**src/rtl/regwr_arbiter_if.sv**
```systemverilog
// regwr_arbiter_if
//   Requester-side bus of the register-bank write arbiter: packed request
//   vectors going in, the registered bank write port and acknowledge coming out.
//   master: requester cluster / bench.  slave: regwr_arbiter.
interface regwr_arbiter_if #(
  parameter int NREQ = 4,
  parameter int AW   = 5,
  parameter int DW   = 32
);
  localparam int GW = (NREQ > 1) ? $clog2(NREQ) : 1;

  logic [NREQ-1:0]    i_req;
  logic [NREQ*AW-1:0] i_addr;
  logic [NREQ*DW-1:0] i_data;
  logic               i_hold;
  logic [NREQ-1:0]    o_ack;
  logic               o_we;
  logic [AW-1:0]      o_waddr;
  logic [DW-1:0]      o_wdata;
  logic [GW-1:0]      o_gnt_id;

  modport master (
    output i_req, i_addr, i_data, i_hold,
    input  o_ack, o_we, o_waddr, o_wdata, o_gnt_id
  );

  modport slave (
    input  i_req, i_addr, i_data, i_hold,
    output o_ack, o_we, o_waddr, o_wdata, o_gnt_id
  );
endinterface

```
**src/rtl/regwr_arbiter.sv**
```systemverilog
// regwr_arbiter
//   Shares one register-bank write port among NREQ requesters. Each cycle at
//   most one eligible request wins; its address/data are registered and a
//   single-cycle write strobe plus one-hot acknowledge are issued.
//   A requester whose ack is currently high is masked for that cycle so it
//   can drop or change its request before being considered again.
//
//   Build option REGWR_ARB_FIXED_PRI_EN:
//     defined   -> fixed priority, lowest index wins, no rotating pointer
//     undefined -> round-robin starting at the rotating pointer (default)
module regwr_arbiter #(
  parameter int NREQ = 4,
  parameter int AW   = 5,
  parameter int DW   = 32
) (
  input  logic            i_clk,
  input  logic            i_rst,
  regwr_arbiter_if.slave  bus
);

  localparam int GW  = (NREQ > 1) ? $clog2(NREQ) : 1;
  localparam int GW1 = GW + 1;
  // NREQ at the width of the wrapped scan sum, so the modulo compare is width-matched
  localparam logic [GW:0] NREQ_W = GW1'(NREQ);

  // Registered outputs
  logic [NREQ-1:0] r_ack;
  logic            r_we;
  logic [AW-1:0]   r_waddr;
  logic [DW-1:0]   r_wdata;
  logic [GW-1:0]   r_gnt_id;

  // Arbitration wires
  logic [NREQ-1:0] w_elig;
  logic [GW-1:0]   w_start;
  logic            w_found;
  logic [GW-1:0]   w_win;
  logic            w_grant;
  logic [NREQ-1:0] w_onehot;
  logic [AW-1:0]   w_addr;
  logic [DW-1:0]   w_data;

  // A requester acknowledged this cycle gets one cycle to retire its request
  assign w_elig  = bus.i_req & ~r_ack;
  assign w_grant = w_found & ~bus.i_hold;

`ifdef REGWR_ARB_FIXED_PRI_EN
  // Fixed priority: the scan always begins at requester 0
  assign w_start = {GW{1'b0}};
`else
  localparam logic [GW-1:0] LAST = GW'(NREQ - 1);

  logic [GW-1:0] r_ptr;
  logic [GW-1:0] w_ptr_nxt;

  assign w_start = r_ptr;

  // Next pointer is the slot just after the winner, wrapping past the last requester
  always_comb begin
    w_ptr_nxt = r_ptr;
    if (w_win == LAST) begin
      w_ptr_nxt = {GW{1'b0}};
    end else begin
      w_ptr_nxt = w_win + {{(GW-1){1'b0}}, 1'b1};
    end
  end

  // Round-robin pointer advances only when a grant is actually issued
  always_ff @(posedge i_clk or posedge i_rst) begin
    if (i_rst) begin
      r_ptr <= {GW{1'b0}};
    end else if (w_grant) begin
      r_ptr <= w_ptr_nxt;
    end else begin
      r_ptr <= r_ptr;
    end
  end
`endif

  // Circular scan of the eligible set from w_start; first set bit wins
  always_comb begin
    logic [GW:0]   w_sum;
    logic [GW-1:0] w_idx;
    w_found = 1'b0;
    w_win   = {GW{1'b0}};
    w_sum   = {GW1{1'b0}};
    w_idx   = {GW{1'b0}};
    for (int i = 0; i < NREQ; i++) begin
      w_sum = {1'b0, w_start} + i[GW:0];
      if (w_sum >= NREQ_W) begin
        w_sum = w_sum - NREQ_W;
      end else begin
        w_sum = w_sum;
      end
      w_idx = w_sum[GW-1:0];
      if (!w_found && w_elig[w_idx]) begin
        w_found = 1'b1;
        w_win   = w_idx;
      end else begin
        w_found = w_found;
        w_win   = w_win;
      end
    end
  end

  // One-hot decode of the winner and AND-OR selection of its address and data
  always_comb begin
    logic w_sel;
    w_onehot = {NREQ{1'b0}};
    w_addr   = {AW{1'b0}};
    w_data   = {DW{1'b0}};
    w_sel    = 1'b0;
    for (int k = 0; k < NREQ; k++) begin
      w_sel       = (w_win == k[GW-1:0]);
      w_onehot[k] = w_sel;
      w_addr      = w_addr | (bus.i_addr[k*AW +: AW] & {AW{w_sel}});
      w_data      = w_data | (bus.i_data[k*DW +: DW] & {DW{w_sel}});
    end
  end

  // Output stage: load winner on grant, otherwise drop strobes and keep payload
  always_ff @(posedge i_clk or posedge i_rst) begin
    if (i_rst) begin
      r_ack    <= {NREQ{1'b0}};
      r_we     <= 1'b0;
      r_waddr  <= {AW{1'b0}};
      r_wdata  <= {DW{1'b0}};
      r_gnt_id <= {GW{1'b0}};
    end else if (w_grant) begin
      r_ack    <= w_onehot;
      r_we     <= 1'b1;
      r_waddr  <= w_addr;
      r_wdata  <= w_data;
      r_gnt_id <= w_win;
    end else begin
      r_ack    <= {NREQ{1'b0}};
      r_we     <= 1'b0;
      r_waddr  <= r_waddr;
      r_wdata  <= r_wdata;
      r_gnt_id <= r_gnt_id;
    end
  end

  assign bus.o_ack    = r_ack;
  assign bus.o_we     = r_we;
  assign bus.o_waddr  = r_waddr;
  assign bus.o_wdata  = r_wdata;
  assign bus.o_gnt_id = r_gnt_id;

endmodule

```
**src/flat_wrapper.sv**
```systemverilog
// flat-port wrapper written by rule: the top's interface ports become plain ports
module regwr_arbiter_flat 
#(
  parameter int NREQ = 4,
  parameter int AW   = 5,
  parameter int DW   = 32
)
  (i_clk, i_rst, bus_i_req, bus_i_addr, bus_i_data, bus_i_hold, bus_o_ack, bus_o_we, bus_o_waddr, bus_o_wdata, bus_o_gnt_id);
  regwr_arbiter_if #(.NREQ(NREQ), .AW(AW), .DW(DW)) bus_i ();
  input  logic i_clk;
  input  logic i_rst;
  input wire logic [$bits(bus_i.i_req)-1:0] bus_i_req;
  input wire logic [$bits(bus_i.i_addr)-1:0] bus_i_addr;
  input wire logic [$bits(bus_i.i_data)-1:0] bus_i_data;
  input wire logic [$bits(bus_i.i_hold)-1:0] bus_i_hold;
  output wire logic [$bits(bus_i.o_ack)-1:0] bus_o_ack;
  output wire logic [$bits(bus_i.o_we)-1:0] bus_o_we;
  output wire logic [$bits(bus_i.o_waddr)-1:0] bus_o_waddr;
  output wire logic [$bits(bus_i.o_wdata)-1:0] bus_o_wdata;
  output wire logic [$bits(bus_i.o_gnt_id)-1:0] bus_o_gnt_id;
  assign bus_i.i_req = bus_i_req;
  assign bus_i.i_addr = bus_i_addr;
  assign bus_i.i_data = bus_i_data;
  assign bus_i.i_hold = bus_i_hold;
  assign bus_o_ack = bus_i.o_ack;
  assign bus_o_we = bus_i.o_we;
  assign bus_o_waddr = bus_i.o_waddr;
  assign bus_o_wdata = bus_i.o_wdata;
  assign bus_o_gnt_id = bus_i.o_gnt_id;
  regwr_arbiter #(.NREQ(NREQ), .AW(AW), .DW(DW)) u_core (.i_clk(i_clk), .i_rst(i_rst), .bus(bus_i));
endmodule
```
**config.mk**
```make
export PLATFORM = sky130hd
export DESIGN_NAME = regwr_arbiter_flat
export DESIGN_NICKNAME = d
export VERILOG_FILES = /design/src/rtl/regwr_arbiter_if.sv /design/src/rtl/regwr_arbiter.sv /design/src/flat_wrapper.sv
export SDC_FILE = /design/constraint.sdc
export NUM_CORES = 1
export LEC_CHECK = 0
export ABC_AREA = 1
export BUFFER_PORTS_ARGS = -buffer_cell sky130_fd_sc_hd__buf_2
export CAP_MARGIN = 20
export CORE_MARGIN = 10
export CORE_UTILIZATION = 42
export DETAILED_ROUTE_END_ITERATION = 8
export PLACE_DENSITY_LB_ADDON = 0.3
export SYNTH_ARGS = -nofsm -noshare
export SYNTH_HDL_FRONTEND = slang
export SYNTH_SLANG_ARGS = --single-unit
```
**constraint.sdc**
```tcl
create_clock -name i_clk -period 3 [get_ports i_clk]
set_input_delay 0.15 -clock i_clk [delete_from_list [all_inputs] [get_ports i_clk]]
set_output_delay 0.15 -clock i_clk [all_outputs]
set_load 0.01 [all_outputs]
```
## Word level (Yosys, flattened, before mapping)

Cells that the tools add are included.

- Logic and storage cells: 73
- Input port bits: 155
- Flip-flop bits (word level): 46

- Add/subtract/negate cells: 8
- Reduce and logical (&&, ||, !) cells: 7
- Multiplexer cells: 23
- Equality and inequality tests: 3
- Bitwise logic cells: 18
- Order comparisons: 8

Operators with widths:

| kind | number |
|---|---|
| $and 32x32->32 | 4 |
| $or 32x32->32 | 3 |
| $and 5x5->5 | 4 |
| $mux 2 | 9 |
| $or 5x5->5 | 3 |
| $lt 2x3->1 const B | 4 |
| $ge 3x3->1 const B | 3 |
| $mux 1 | 9 |
| $bmux 1 s2 | 4 |
| $sub 2x1->2 const B | 4 |
| $add 2x2->3 const B | 2 |
| $and 4x4->4 | 1 |
| $eq 2x2->1 const B | 2 |
| $mux 4 | 1 |
| $not 4->4 | 1 |
| $add 2x1->3 const B | 1 |
| $ge 2x3->1 const B | 1 |
| $logic_and 1x1->1 | 3 |
| $logic_not 1->1 | 3 |
| $add 2x1->2 const B | 1 |
| $eq 2x1->1 const B | 1 |
| $logic_not 2->1 | 1 |
| $and 1x1->1 | 1 |
| $not 1->1 | 1 |

## Longest topological paths before layout

- Depth in word-level cells: 19
- Mapped depth: 19
- Mapped depth without buffers: 16

## Worst setup path after synthesis

OpenSTA, ideal clock, no wires.

- Kind: register -> register
- Start point: register u_core.r_ptr[0]
- End point: register u_core.r_waddr[0], in the netlist u_core.bus.o_waddr[0]
- Buffers on the path: 3
- Stages on the path, launching flop included: 18
- Data required time: 2,872 ps
- Period minus slack after synthesis: 2,533 ps
- Setup slack: 467 ps
- Arrival: 2,405 ps
- Library setup time: 128 ps
- Cells stage by stage: dfrtp_1 buf_6 inv_4 nand2_1 nand2_2 nand3_1 nand2_2 nand3_2 or2_2 nand2_1 inv_1 ha_1 clkbuf_1 clkbuf_1 nand2_1 nand2_1 a221oi_1 o21ai_2

- Cells in the longest elaborated chain, start to end: 19

RTL lines:

| what | RTL line | text |
|---|---|---|
| start, declared | regwr_arbiter.sv:53 | `logic [GW-1:0] r_ptr;` |
| start signal, assigned | regwr_arbiter.sv:71 | `r_ptr <= {GW{1'b0}};` |
| start signal, assigned | regwr_arbiter.sv:73 | `r_ptr <= w_ptr_nxt;` |
| start signal, assigned | regwr_arbiter.sv:75 | `r_ptr <= r_ptr;` |
| parallel branches: the longest is 13 deep, another holds $add 2x1->3 | -- |  |
| $mux 2 * | regwr_arbiter.sv:96 | `if (!w_found && w_elig[w_idx]) begin` |
| via u_core.w_win[1] | regwr_arbiter.sv:37 | `logic [GW-1:0] w_win;` |
| $eq 2x1->1 / $logic_not 2->1 (equally long branches) | regwr_arbiter.sv:114 | `w_sel = (w_win == k[GW-1:0]);` |
| $and 5x5->5 | regwr_arbiter.sv:116 | `w_addr = w_addr \| (bus.i_addr[k*AW +: AW] & {AW{w_sel}});` |
| $or 5x5->5 (2 in series) | regwr_arbiter.sv:116 |  |
| $or 5x5->5 * | regwr_arbiter.sv:116 |  |
| end signal, assigned | regwr_arbiter.sv:126 | `r_waddr <= {AW{1'b0}};` |
| end signal, assigned | regwr_arbiter.sv:132 | `r_waddr <= w_addr;` |
| end signal, assigned | regwr_arbiter.sv:138 | `r_waddr <= r_waddr;` |
| end, declared | regwr_arbiter.sv:29 | `logic [AW-1:0] r_waddr;` |

Mark *: on every way through the listed nets, which the timed path passes. The select of a mux whose other input is x is not followed.
A chain may end at the register's enable or synchronous reset.

## Worst setup path in the final report

- Start point: register u_core.r_ptr[1]
- End point: register u_core.r_wdata[17], in the netlist u_core.bus.o_wdata[17]

- Cells in the longest elaborated chain, start to end: 19

RTL lines:

| what | RTL line | text |
|---|---|---|
| parallel branches: the longest is 13 deep, another holds $add 2x1->3 | -- |  |
| $mux 2 * | regwr_arbiter.sv:96 |  |
| via u_core.w_win[1] | regwr_arbiter.sv:37 |  |
| $eq 2x1->1 / $logic_not 2->1 (equally long branches) | regwr_arbiter.sv:114 |  |
| $and 32x32->32 | regwr_arbiter.sv:117 | `w_data = w_data \| (bus.i_data[k*DW +: DW] & {DW{w_sel}});` |
| $or 32x32->32 (2 in series) | regwr_arbiter.sv:117 |  |
| $or 32x32->32 * | regwr_arbiter.sv:117 |  |
| end signal, assigned | regwr_arbiter.sv:127 | `r_wdata <= {DW{1'b0}};` |
| end signal, assigned | regwr_arbiter.sv:133 | `r_wdata <= w_data;` |
| end signal, assigned | regwr_arbiter.sv:139 | `r_wdata <= r_wdata;` |
| end, declared | regwr_arbiter.sv:30 | `logic [DW-1:0] r_wdata;` |

Marks and branches as above.

==> metrics <==
ANT cells=0; worst hold slack=0.0688 ns; post-route DRC violation count=0; fin crit period=2.67 ns; simple-gate area share of the yosys netlist=30.7%; largest net degree at the start of global routing=81; clk buf depth=2; DP Area=0.00382 mm²; compound-gate portion of the synthesized area=19.2%; sequential share of the synthesized area=40.8%; # port buffers=198; Req. time, crit path=3.15 ns; Adder-Cell Fraction of Synth Area=1.77%; synthesis-stage register bit count=46; layout cells sized above 1=40.7%; Final #Nets=730; Num CTS Buffers=5; clk_skew=0.00430 ns; top post-synthesis cells by area=dfrtp_1, nand2_1, a221oi_1; Syn Inst Count=381; number of antenna violations at the first check in global routing=0; status=finished, final reports clean; GRT Total Usage=20.0%; die footprint=0.0104 mm²; Clock Sinks=46; most frequent cells in the layout=buf_2, nand2_1, dfrtp_1; Final Max Slew Viols=0; Net Count, Synth=540; I/O pin count=199; r2r setup slk=0.33 ns; H-Tree Depth=2; Max-slew headroom=45.1%; worst-path cell chain=inv_2, nand2_1, nand2_2, nand3_1, nand2_2, nand3_2, or2_2, nand2_1, inv_1, ha_1, buf_4, nand2_1, nand2_1, a221oi_1, o21ai_1; Post-Synth XOR/XNOR Area=0%; max cap viols=0; Critical Path AT=2.83 ns; DP HPWL=8550 µm; Worst-path clk slew=0.08 ns; wire per inst=16.2 µm; Pwr Density=1320 mW/mm²; chip width=102 µm; leakage power=2.24 nW; latest clock arrival within the worst-skew pair=0.29 ns; RSZ-0062 raised after global routing=no; drt initial violations=111; ANT nets after route=0; commonest non-fill, non-tap cell in the layout=buf_2; Die Span Y=102 µm; Slew @ Worst Pin=0.823 ns; total number of vias=3247; cell area after layout=0.00394 mm²; num rows=29; Pre-antenna DRT Iters=4; main combinational cell family by area after synthesis=simple AND/OR/NAND/NOR gates; CTS tree=yes; final wirelength=10500 µm; fraction of synthesized area in multiplexers=0%; post-synth cell types=23; cell repeated most along the worst path=nand2_1; WS Path Type=flip-flop to flip-flop; number of global-route vias before repair=3462; Post-Syn Area=0.00282 mm²; Fin. Hold Viols=0; post-layout util=61.3%; average vias per placed instance=5.00; synth warn=0; total congestion overflow=0; Slowest-stage cell, CP=dfrtp_1; Max Freq=374 MHz; CP Max Fanout=22; leading area contributor after synthesis=dfrtp_1; Synth top area share=40.8%; peak supply drop=0.000867 V; Post CTS Setup Buffer Count=0; Initial Utilization=43.9%; Post-Syn Area per Cell=7.40 µm²; Startpoint Class=flip-flop; first-pass GRT wire length=16800 µm; crit-path max cell delay=0.46 ns; Core Area=0.00642 mm²; Setup violations, final=0; Final period util=89.1%; Root Driver=clkbuf_8; min-delay worst type=input pin to flip-flop; crit end category=flip-flop; setup_tns=0 ns; GP Congestion=0.874; Area Growth Syn to Fin=39.7%
## layout make-up
class | instances | area [µm²]
Timing Repair Buffer | 208 | 1080
Tap cell | 77 | 96.3
Multi-Input combinational cell | 294 | 1460
Clock buffer | 7 | 86.3
Inverter | 16 | 62.6
Sequential cell | 46 | 1150
Clock inverter | 1 | 5.00
Fill cell | 613 | 2480
## synth_stat cells
cell	number
dfrtp_1	46
o21ai_2	7
buf_1	1
clkbuf_1	15
nand2_1	181
nor2_4	1
nor2_2	1
inv_2	2
or2_2	1
ha_1	4
buf_4	3
o21ai_1	30
a221oi_1	37
nand2_2	2
nor2_1	7
o21ai_0	1
buf_6	6
inv_4	1
nand3_1	18
nand2_4	1
nand4_1	2
nand3_2	1
inv_1	13
## repair_timing
action                                  in CTS  in global routing
resized for setup                            0                  1
hold endpoints to repair                     0                 46
endpoints found under the setup margin       0                  5
hold buffers                                 0                  1
## metrics by stage
step	instances	worst slack (ns)	power, mW
CTS	647	0.301	5.26
global route	649	0.0333	5.77
floorplan	381	0.467	3.80
global placement	639	0.452	4.79
finish	649	0.326	5.21
detailed placement	639	0.338	4.86
## sequential cells by signal, summed over array words and instances (netlist names)
name / count
u_core.r_ptr: 2
u_core.bus.o_gnt_id: 2
u_core.bus.o_ack: 4
u_core.bus.o_we: 1
u_core.bus.o_wdata: 32
u_core.bus.o_waddr: 5
## kinds of logic after synthesis
family | Yosys count
adders and majority gates | 4
and+or+nand+nor | 215
buffers and inverters | 41
DFF | 46
AOI/OAI and AO/OA | 75
## per-layer routing
metal / share of wire, % / wire (µm) / vias up / track usage, %
met5: 0 / 0 / - / 0
met4: 1.0 / 106 / 0 / 5.86
met3: 8.3 / 873 / 8 / 6.75
met2: 52 / 5490 / 127 / 35.6
met1: 39 / 4070 / 1450 / 22.1
li1: - / - / 1662 / -
## report_power, final
group / internal (mW) / leakage [nW] / total [mW] / switching (mW)
Clock: 0.186 / 0.0482 / 0.385 / 0.199
Sequential: 0.932 / 0.575 / 1.10 / 0.169
Combinational: 1.46 / 1.62 / 3.73 / 2.27
## path summary, 6_finish.rpt
| check | start | endpoint | cells after the start |
|---|---|---|---|
| worst min-delay path | bus_i_hold | u_core.bus.o_we$_DFF_PP0_ | 2 |
| worst min register to register | u_core.bus.o_waddr[1]$_DFFE_PP0N_ | u_core.bus.o_waddr[1]$_DFFE_PP0N_ | 2 |
| worst max-delay path | u_core.r_ptr[1]$_DFFE_PP0N_ | u_core.bus.o_wdata[17]$_DFFE_PP0N_ | 15 |
| max in group asynchronous | i_rst | u_core.bus.o_wdata[3]$_DFFE_PP0N_ | 4 |
| min in group asynchronous | i_rst | u_core.bus.o_waddr[3]$_DFFE_PP0N_ | 3 |
| worst max register to register | u_core.r_ptr[1]$_DFFE_PP0N_ | u_core.bus.o_wdata[17]$_DFFE_PP0N_ | 15 |
## worst max-delay path: cells and delay by family (launching register included)
family                   cells  cell delay [ns]
AO/OA/AOI/OAI                2             0.42
adder cells (fa/ha/maj)      1             0.20
AND/OR/NAND/NOR              9             1.01
flip-flops                   1             0.46
buffers and inverters        3             0.45
Power figures use the tool's default switching activity.
